`src/rtl/weight_pingpong_buffer_if.sv`:
```
// Memory-side fetch bus of the weight ping-pong buffer: the buffer drives
// address/request and the weight memory returns one beat with valid.
interface weight_pingpong_buffer_if #(
  parameter int DATA_W = 16,
  parameter int N_ELEM = 18,
  parameter int ADDR_W = 16
);
  logic [ADDR_W-1:0]              addr;
  logic                           request;
  logic [N_ELEM-1:0][DATA_W-1:0]  data;
  logic                           valid;

  modport master (output addr, request, input data, valid);
  modport slave  (input addr, request, output data, valid);
endinterface

```
`src/rtl/weight_pingpong_buffer.sv`:
```
// Double-buffered weight fetch controller: fills two banks from weight memory in
// FIFO order and presents the oldest full bank to the PE arrays.

module weight_pp_bank #(
  parameter int DATA_W = 16,
  parameter int N_ELEM = 18
) (
  input  logic                          clk,
  input  logic                          reset_n,
  input  logic                          load_i,
  input  logic                          half_i,
  input  logic [N_ELEM-1:0][DATA_W-1:0] data_i,
  output logic [N_ELEM-1:0][DATA_W-1:0] data_o
);
  for (genvar w = 0; w < N_ELEM; w++) begin : g_word
    // Upper half of the kernel is zeroed when capturing a half-size kernel.
    localparam bit UPPER = (w >= N_ELEM / 2);
    logic [DATA_W-1:0] word_q;

    always_ff @(posedge clk or negedge reset_n) begin
      if (!reset_n)    word_q <= '0;
      else if (load_i) word_q <= (UPPER && half_i) ? '0 : data_i[w];
    end

    assign data_o[w] = word_q;
  end
endmodule

module weight_pingpong_buffer #(
  parameter int DATA_W = 16,
  parameter int N_ELEM = 18,
  parameter int ADDR_W = 16,
  parameter int DIM_W  = 8,
  parameter int ID_W   = 4
) (
  input  logic                          clk,
  input  logic                          reset_n,
  input  logic                          cfg_wen_i,
  input  logic [ID_W-1:0]               cfg_total_id_i,
  input  logic [DIM_W-1:0]              cfg_total_od_i,
  input  logic                          cfg_size_type_i,
  input  logic                          prepare_i,
  input  logic [DIM_W-1:0]              od_i,
  input  logic [ID_W-1:0]               id_i,
  output logic                          prepare_ready_o,
  input  logic                          start_i,
  input  logic                          release_i,
  output logic                          ready_o,
  weight_pingpong_buffer_if.master      mem,
  output logic [N_ELEM-1:0][DATA_W-1:0] weight_o,
  output logic                          weight_valid_o,
  output logic                          err_o
);
  localparam int PW = DIM_W + ID_W + 1;

  typedef enum logic [1:0] {B_EMPTY, B_FILL, B_FULL, B_ACTIVE} bank_st_e;
  typedef enum logic {F_IDLE, F_REQ} fetch_st_e;

  typedef logic [N_ELEM-1:0][DATA_W-1:0] wvec_t;

  logic [ID_W-1:0]   cfg_total_id_q;
  logic [DIM_W-1:0]  cfg_total_od_q;
  logic              cfg_size_type_q;

  bank_st_e          bank_q [2];
  bank_st_e          bank_d [2];
  fetch_st_e         fsm_q, fsm_d;
  logic              wr_q, wr_d, rd_q, rd_d;
  logic [ADDR_W-1:0] addr_q, addr_d;
  logic              err_q, err_d;
  logic [1:0]        load;
  wvec_t             bank_data [2];

  logic              any_active, prep_ok, start_ok, rel_ok;
  logic [PW-1:0]     addr_calc;

  // Depth count is held for the controller but not needed by the fetch path.
  logic cfg_unused;
  assign cfg_unused = ^cfg_total_id_q;

  always_ff @(posedge clk or negedge reset_n) begin
    if (!reset_n) begin
      cfg_total_id_q  <= '0;
      cfg_total_od_q  <= '0;
      cfg_size_type_q <= 1'b0;
    end else if (cfg_wen_i) begin
      cfg_total_id_q  <= cfg_total_id_i;
      cfg_total_od_q  <= cfg_total_od_i;
      cfg_size_type_q <= cfg_size_type_i;
    end
  end

  assign any_active      = (bank_q[0] == B_ACTIVE) || (bank_q[1] == B_ACTIVE);
  assign prepare_ready_o = (fsm_q == F_IDLE) && (bank_q[wr_q] == B_EMPTY);
  assign ready_o         = (bank_q[rd_q] == B_FULL);
  assign prep_ok         = prepare_i && prepare_ready_o;
  assign start_ok        = start_i && ready_o;
  assign rel_ok          = release_i && !start_i && any_active;
  assign addr_calc       = PW'(od_i) + PW'(cfg_total_od_q) * PW'(id_i);

  always_comb begin
    bank_d = bank_q;
    fsm_d  = fsm_q;
    wr_d   = wr_q;
    rd_d   = rd_q;
    addr_d = addr_q;
    err_d  = err_q;
    load   = 2'b00;

    if ((prepare_i && !prepare_ready_o) || (start_i && !ready_o) ||
        (mem.valid && fsm_q == F_IDLE) || (release_i && !any_active))
      err_d = 1'b1;

    // Fetch side only ever touches bank[wr_q], which is EMPTY or FILL and so
    // never collides with the consumer-side updates below.
    case (fsm_q)
      F_IDLE: if (prep_ok) begin
        addr_d       = ADDR_W'(addr_calc);
        bank_d[wr_q] = B_FILL;
        fsm_d        = F_REQ;
      end
      F_REQ: if (mem.valid) begin
        load[wr_q]   = 1'b1;
        bank_d[wr_q] = B_FULL;
        wr_d         = ~wr_q;
        fsm_d        = F_IDLE;
      end
      default: fsm_d = F_IDLE;
    endcase

    if (start_ok) begin
      for (int b = 0; b < 2; b++)
        if (bank_q[b] == B_ACTIVE) bank_d[b] = B_EMPTY;
      bank_d[rd_q] = B_ACTIVE;
      rd_d         = ~rd_q;
    end else if (rel_ok) begin
      for (int b = 0; b < 2; b++)
        if (bank_q[b] == B_ACTIVE) bank_d[b] = B_EMPTY;
    end
  end

  always_ff @(posedge clk or negedge reset_n) begin
    if (!reset_n) begin
      bank_q[0] <= B_EMPTY;
      bank_q[1] <= B_EMPTY;
      fsm_q     <= F_IDLE;
      wr_q      <= 1'b0;
      rd_q      <= 1'b0;
      addr_q    <= '0;
      err_q     <= 1'b0;
    end else begin
      bank_q[0] <= bank_d[0];
      bank_q[1] <= bank_d[1];
      fsm_q     <= fsm_d;
      wr_q      <= wr_d;
      rd_q      <= rd_d;
      addr_q    <= addr_d;
      err_q     <= err_d;
    end
  end

  for (genvar b = 0; b < 2; b++) begin : g_bank
    weight_pp_bank #(.DATA_W(DATA_W), .N_ELEM(N_ELEM)) u_bank (
      .clk     (clk),
      .reset_n (reset_n),
      .load_i  (load[b]),
      .half_i  (!cfg_size_type_q),
      .data_i  (mem.data),
      .data_o  (bank_data[b])
    );
  end

  always_comb begin
    weight_o = '0;
    for (int b = 0; b < 2; b++)
      if (bank_q[b] == B_ACTIVE) weight_o = bank_data[b];
  end

  assign weight_valid_o = any_active;
  assign err_o          = err_q;
  assign mem.addr       = addr_q;
  assign mem.request    = (fsm_q == F_REQ);
endmodule

```
`src/flat_wrapper.sv`:
```
// flat-port wrapper written by rule: the top's interface ports become plain ports
module weight_pingpong_buffer_flat 
#(
  parameter int DATA_W = 16,
  parameter int N_ELEM = 18,
  parameter int ADDR_W = 16,
  parameter int DIM_W  = 8,
  parameter int ID_W   = 4
)
  (clk, reset_n, cfg_wen_i, cfg_total_id_i, cfg_total_od_i, cfg_size_type_i, prepare_i, od_i, id_i, prepare_ready_o, start_i, release_i, ready_o, weight_o, weight_valid_o, err_o, mem_addr, mem_request, mem_data, mem_valid);
  weight_pingpong_buffer_if #(.DATA_W(DATA_W), .N_ELEM(N_ELEM), .ADDR_W(ADDR_W)) mem_i ();
  input  logic clk;
  input  logic reset_n;
  input  logic cfg_wen_i;
  input  logic [ID_W-1:0] cfg_total_id_i;
  input  logic [DIM_W-1:0] cfg_total_od_i;
  input  logic cfg_size_type_i;
  input  logic prepare_i;
  input  logic [DIM_W-1:0] od_i;
  input  logic [ID_W-1:0] id_i;
  output logic prepare_ready_o;
  input  logic start_i;
  input  logic release_i;
  output logic ready_o;
  output logic [N_ELEM-1:0][DATA_W-1:0] weight_o;
  output logic weight_valid_o;
  output logic err_o;
  output wire logic [$bits(mem_i.addr)-1:0] mem_addr;
  output wire logic [$bits(mem_i.request)-1:0] mem_request;
  input wire logic [$bits(mem_i.data)-1:0] mem_data;
  input wire logic [$bits(mem_i.valid)-1:0] mem_valid;
  assign mem_addr = mem_i.addr;
  assign mem_request = mem_i.request;
  assign mem_i.data = mem_data;
  assign mem_i.valid = mem_valid;
  weight_pingpong_buffer #(.DATA_W(DATA_W), .N_ELEM(N_ELEM), .ADDR_W(ADDR_W), .DIM_W(DIM_W), .ID_W(ID_W)) u_core (.clk(clk), .reset_n(reset_n), .cfg_wen_i(cfg_wen_i), .cfg_total_id_i(cfg_total_id_i), .cfg_total_od_i(cfg_total_od_i), .cfg_size_type_i(cfg_size_type_i), .prepare_i(prepare_i), .od_i(od_i), .id_i(id_i), .prepare_ready_o(prepare_ready_o), .start_i(start_i), .release_i(release_i), .ready_o(ready_o), .mem(mem_i), .weight_o(weight_o), .weight_valid_o(weight_valid_o), .err_o(err_o));
endmodule
```
`config.mk`:
```
export PLATFORM = sky130hd
export DESIGN_NAME = weight_pingpong_buffer_flat
export DESIGN_NICKNAME = d
export VERILOG_FILES = /design/src/rtl/weight_pingpong_buffer_if.sv /design/src/rtl/weight_pingpong_buffer.sv /design/src/flat_wrapper.sv
export SDC_FILE = /design/constraint.sdc
export NUM_CORES = 1
export LEC_CHECK = 0
export ABC_AREA = 0
export CAP_MARGIN = 15
export CORE_ASPECT_RATIO = 1.5
export CORE_MARGIN = 2
export CORE_UTILIZATION = 25
export DETAILED_ROUTE_END_ITERATION = 8
export REMOVE_ABC_BUFFERS = 1
export SYNTH_ARGS = -nofsm -noshare
export SYNTH_HDL_FRONTEND = slang
export SYNTH_HIERARCHICAL = 1
export SYNTH_SLANG_ARGS = --single-unit
```
`constraint.sdc`:
```
create_clock -name clk -period 3.2 [get_ports clk]
set_input_delay 0.96 -clock clk [delete_from_list [all_inputs] [get_ports clk]]
set_output_delay 0.96 -clock clk [all_outputs]
set_load 0.05 [all_outputs]
```
==> report_table.html <==
<table>
<tr><th>Metric</th><th>Value</th></tr>
<tr><th colspan="2">Status</th></tr>
<tr><td>Run status</td><td>finished, violations left</td></tr>
<tr><td>Violations in the final reports</td><td>setup timing</td></tr>
<tr><th colspan="2">Timing</th></tr>
<tr><td>Final hold violation count</td><td>0</td></tr>
<tr><td>Rel. slew slack</td><td>43.1%</td></tr>
<tr><td>Worst setup skew after layout</td><td>20.9 ps</td></tr>
<tr><td>Actual transition at the worst max-transition pin</td><td>854 ps</td></tr>
<tr><td>Post-route minimum period</td><td>3470 ps</td></tr>
<tr><td>Smallest hold slack</td><td>302 ps</td></tr>
<tr><td>Final-report setup violation count</td><td>248</td></tr>
<tr><td>Period utilisation layout</td><td>108%</td></tr>
<tr><td>Peak clock frequency supported by timing</td><td>288 MHz</td></tr>
<tr><td>Unrepaired setup endpoints after global routing</td><td>true</td></tr>
<tr><td>Setup WS post-layout</td><td>-266 ps</td></tr>
<tr><td>Number of max-slew violations in the final report</td><td>0</td></tr>
<tr><th colspan="2">Pwr</th></tr>
<tr><td>Total design power</td><td>0.0530 W</td></tr>
<tr><td>Leakage</td><td>21.2 nW</td></tr>
<tr><td>IR Drop Worst-Case VDD</td><td>0.605 mV</td></tr>
<tr><td>Power per cell area</td><td>1100 nW/um^2</td></tr>
<tr><th colspan="2">Final layout</th></tr>
<tr><td>Area growth from synthesis to layout</td><td>64.2%</td></tr>
<tr><td>Most common library cell in the layout ignoring fill and taps</td><td>dfrtp_1</td></tr>
<tr><td>Area of all sequential standard cells</td><td>15200 sq um</td></tr>
<tr><td>Layout Cell Area excl Fill</td><td>48100 sq um</td></tr>
<tr><td>Layout Utilization</td><td>41.5%</td></tr>
<tr><td>Layout cell share with drive strength beyond 1</td><td>38.6%</td></tr>
<tr><td>Number of fillers in the final layout</td><td>10616</td></tr>
<tr><td>Most frequent cells in the layout</td><td>dfrtp_1 (602), buf_12 (345), inv_1 (326), clkdlybuf4s50_1 (325), nand3b_1 (289)</td></tr>
<tr><td>Combined area of the multi-input logic cells</td><td>14100 sq um</td></tr>
<tr><td>Final #Nets</td><td>3632</td></tr>
<tr><th colspan="2">Floorplanning</th></tr>
<tr><td>I/O pin count</td><td>629</td></tr>
<tr><td>Core region area</td><td>116000 sq um</td></tr>
<tr><td>Chip height</td><td>423 microns</td></tr>
<tr><td>Starting density of the core</td><td>25.2%</td></tr>
<tr><td>DIE AREA</td><td>120000 sq um</td></tr>
<tr><td>Width of the die</td><td>283 microns</td></tr>
<tr><td>Std-Cell Rows</td><td>153</td></tr>
<tr><th colspan="2">Setup path</th></tr>
<tr><td>Worst reg2reg path startpoint</td><td>u_core/cfg_total_od_q[3]</td></tr>
<tr><td>Flop-to-flop setup slack</td><td>-210 ps</td></tr>
<tr><td>Depth of the worst register-to-register path</td><td>12</td></tr>
<tr><td>Worst Path Max Fanout</td><td>5</td></tr>
<tr><td>Crit path kind</td><td>in2reg</td></tr>
<tr><td>Reg-to-reg critical path endpoint</td><td>u_core/mem.addr[10]</td></tr>
<tr><td>Required time reported for the critical path endpoint</td><td>3730 ps</td></tr>
<tr><td>Kind of start point of the critical path</td><td>input pin</td></tr>
<tr><td>Data arrival time of the critical path</td><td>4000 ps</td></tr>
<tr><td>CP endpoint kind</td><td>flip-flop</td></tr>
<tr><th colspan="2">Synth</th></tr>
<tr><td>Largest cells by area after synthesis</td><td>dfrtp_1 (52%), mux2_4 (9.4%), a22o_1 (8.6%)</td></tr>
<tr><td>Flops &amp; latches, synth</td><td>606</td></tr>
<tr><td>Synth cell types</td><td>46</td></tr>
<tr><td>Post-Synthesis Cell Area</td><td>29300 sq um</td></tr>
<tr><td>Commonest register cell after synthesis</td><td>dfrtp_1</td></tr>
<tr><td>Gate Count Post-Synth</td><td>2487</td></tr>
<tr><td>Part of the Yosys area used for sequential elements</td><td>51.8%</td></tr>
<tr><td>Cell type contributing the most total cell area after synthesis</td><td>dfrtp_1</td></tr>
<tr><td>Total of warnings raised by yosys</td><td>6</td></tr>
<tr><td>Share of the synthesized area in the top cell type</td><td>51.8%</td></tr>
<tr><td>Number of synthesized flops with an enable pin</td><td>0</td></tr>
<tr><td>Syn Area/Cell</td><td>11.8 sq um</td></tr>
<tr><td>Async set-or-reset flop fraction in the synthesized netlist</td><td>100%</td></tr>
<tr><th colspan="2">Place</th></tr>
<tr><td>Port Buffer Count</td><td>621</td></tr>
<tr><td>Weighted congestion reported at the end of routability-driven placement</td><td>0.812</td></tr>
<tr><td>Hpwl dp</td><td>65800 microns</td></tr>
<tr><td>Cell Area, Placed</td><td>40900 sq um</td></tr>
<tr><th colspan="2">Route</th></tr>
<tr><td>Via density per instance</td><td>4.62</td></tr>
<tr><td>Routed via count</td><td>22571</td></tr>
<tr><td>Post-Route WL</td><td>107000 microns</td></tr>
<tr><td>Iter 0 DRT Violations</td><td>1310</td></tr>
<tr><td>Average routed wire per standard cell</td><td>21.9 microns</td></tr>
<tr><td>DRT antenna net count</td><td>0</td></tr>
<tr><td>Router iterations before antenna repair</td><td>5</td></tr>
<tr><td>Remaining DRCs</td><td>0</td></tr>
<tr><th colspan="2">Clock network</th></tr>
<tr><td>Maximum number of buffers from clock root to sink</td><td>3</td></tr>
<tr><td>Clock insertion delay at the later pin of the skew report</td><td>630 ps</td></tr>
<tr><td>Clock transition at the registers of the reported paths</td><td>70 ps</td></tr>
<tr><td>H-tree Lvls</td><td>3</td></tr>
<tr><td>Library cell used as clock root buffer</td><td>clkbuf_16</td></tr>
<tr><td>Number of clock sinks</td><td>606</td></tr>
<tr><td>Clock tree from TritonCTS</td><td>built</td></tr>
<tr><td>Clock buffer count from CTS</td><td>67</td></tr>
<tr><th colspan="2">Flow run</th></tr>
<tr><td>Number of maximum-capacitance violations</td><td>0</td></tr>
<tr><th colspan="2">Global route</th></tr>
<tr><td>Total Routing Usage GR</td><td>17.2%</td></tr>
<tr><td>Initial antenna violation count</td><td>17</td></tr>
<tr><td>First-pass GRT wire length</td><td>158000 microns</td></tr>
<tr><td>Pin count of the biggest net entering global routing</td><td>91</td></tr>
<tr><td>Vias in the first global route</td><td>24145</td></tr>
<tr><td>Grt ovf</td><td>0</td></tr>
<tr><th colspan="2">Worst hold path</th></tr>
<tr><td>Path category of the worst min-delay check</td><td>in2async</td></tr>
</table>
[repair_timing]
| item | 4_1_cts | 5_1_grt |
|---|---|---|
| hold endpoints to repair | 0 | 0 |
| hold buffers | 0 | 0 |
| buffers inserted | 48 | 21 |
| pin swaps | 107 | 158 |
| setup endpoints to repair | 279 | 299 |
| cloned | 42 | 17 |
| resized for setup | 354 | 153 |
[stage by stage]
stage / setup TNS, ps / instances / setup slack (ps)
after floorplan: -7603550 / 2292 / -15850
after global placement: -13200 / 4643 / -1520
after detailed placement: -13570 / 4643 / -1520
after CTS: -36610 / 4854 / -222
after global routing: -39650 / 4882 / -343
final: -15050 / 4882 / -266
[cells in the mapped netlist, drive strengths merged, types with 3 or more instances]
cell,count
a211oi,4
a21oi,12
a22o,288
and2,26
buf,150
clkbuf,47
dfrtp,606
fa,19
ha,23
inv,331
mux2,299
nand2,31
nand3b,289
nand4,5
nor2,12
o21ai,310
xnor2,3
xor2,5
[final cells by class]
type                       instances  share of cell area [%]
timing repair buffer             909                    27.8
sequential                       606                    31.5
clock buffer                      95                    4.06
antenna                            9                  0.0468
tap                             1550                    4.03
inverter                         331                    2.59
clock inverter                    27                   0.671
multi-input combinational       1355                    29.3
[power breakdown]
| group | switching [W] | internal, W |
|---|---|---|
| clock network | 0.00348 | 0.00458 |
| registers | 0.00259 | 0.0111 |
| logic | 0.0150 | 0.0162 |
| total | 0.0211 | 0.0319 |
[registers in the layout (all words and copies together), names as in the netlist]
register,cells
u_core/rd_q,1
u_core/cfg_size_type_q,1
u_core/g_bank.u_bank/g_word.word_q,576
u_core/bank_q,4
u_core/wr_q,1
u_core/err_o,1
u_core/cfg_total_od_q,8
u_core/mem.addr,13
u_core/mem.request,1
[per-layer routing]
layer  global-route usage, %  part of all wire (%)  vias to the layer above
met5                       0                 0.080                        -
met4                    6.40                   3.6                       14
met3                    4.46                   6.3                      171
met2                    30.6                    51                      711
met1                    19.6                    39                    11399
li1                        -                     -                    10276
[worst max-delay path, cell delays in order]
cell and delay, ps:
buf_4 130, and2_1 160, fa_1 470, fa_1 510, inv_2 40, fa_1 480
inv_2 50, ha_4 240, a21oi_4 150, and2_4 170, a21oi_2 50, or3_1 340
a41o_1 240
[worst max path at each step]
| stage | start | end | slack (ps) | depth (start not counted) |
|---|---|---|---|---|
| final | id_i[1] | u_core/mem.addr[10] | -270 | 13 |
| after global routing | u_core/cfg_total_od_q[3] | u_core/mem.addr[11] | -340 | 13 |
| after CTS | u_core/cfg_total_od_q[2] | u_core/mem.addr[10] | -220 | 12 |
| after detailed placement | id_i[1] | u_core/mem.addr[11] | -1520 | 13 |
| after global placement | id_i[1] | u_core/mem.addr[10] | -1520 | 14 |
| after floorplan | mem_valid | u_core/g_bank[0].u_bank/g_word[0].word_q[10] | -15850 | 3 |
[logic make-up (layout without fill, tap and decap cells)]
logic type      Yosys count  count (layout)  synth area share, %
compound gates          629             629                 14.7
flops                   606             606                 51.8
buf+inv                 528            1362                 8.20
simple gates            374             374                 8.98
mux                     299             299                 13.9
fa+ha+maj                42              42                 2.28
xor+xnor                  8               8                0.239
other cells               1              12               0.0128
(Power assumes the default switching activity.)
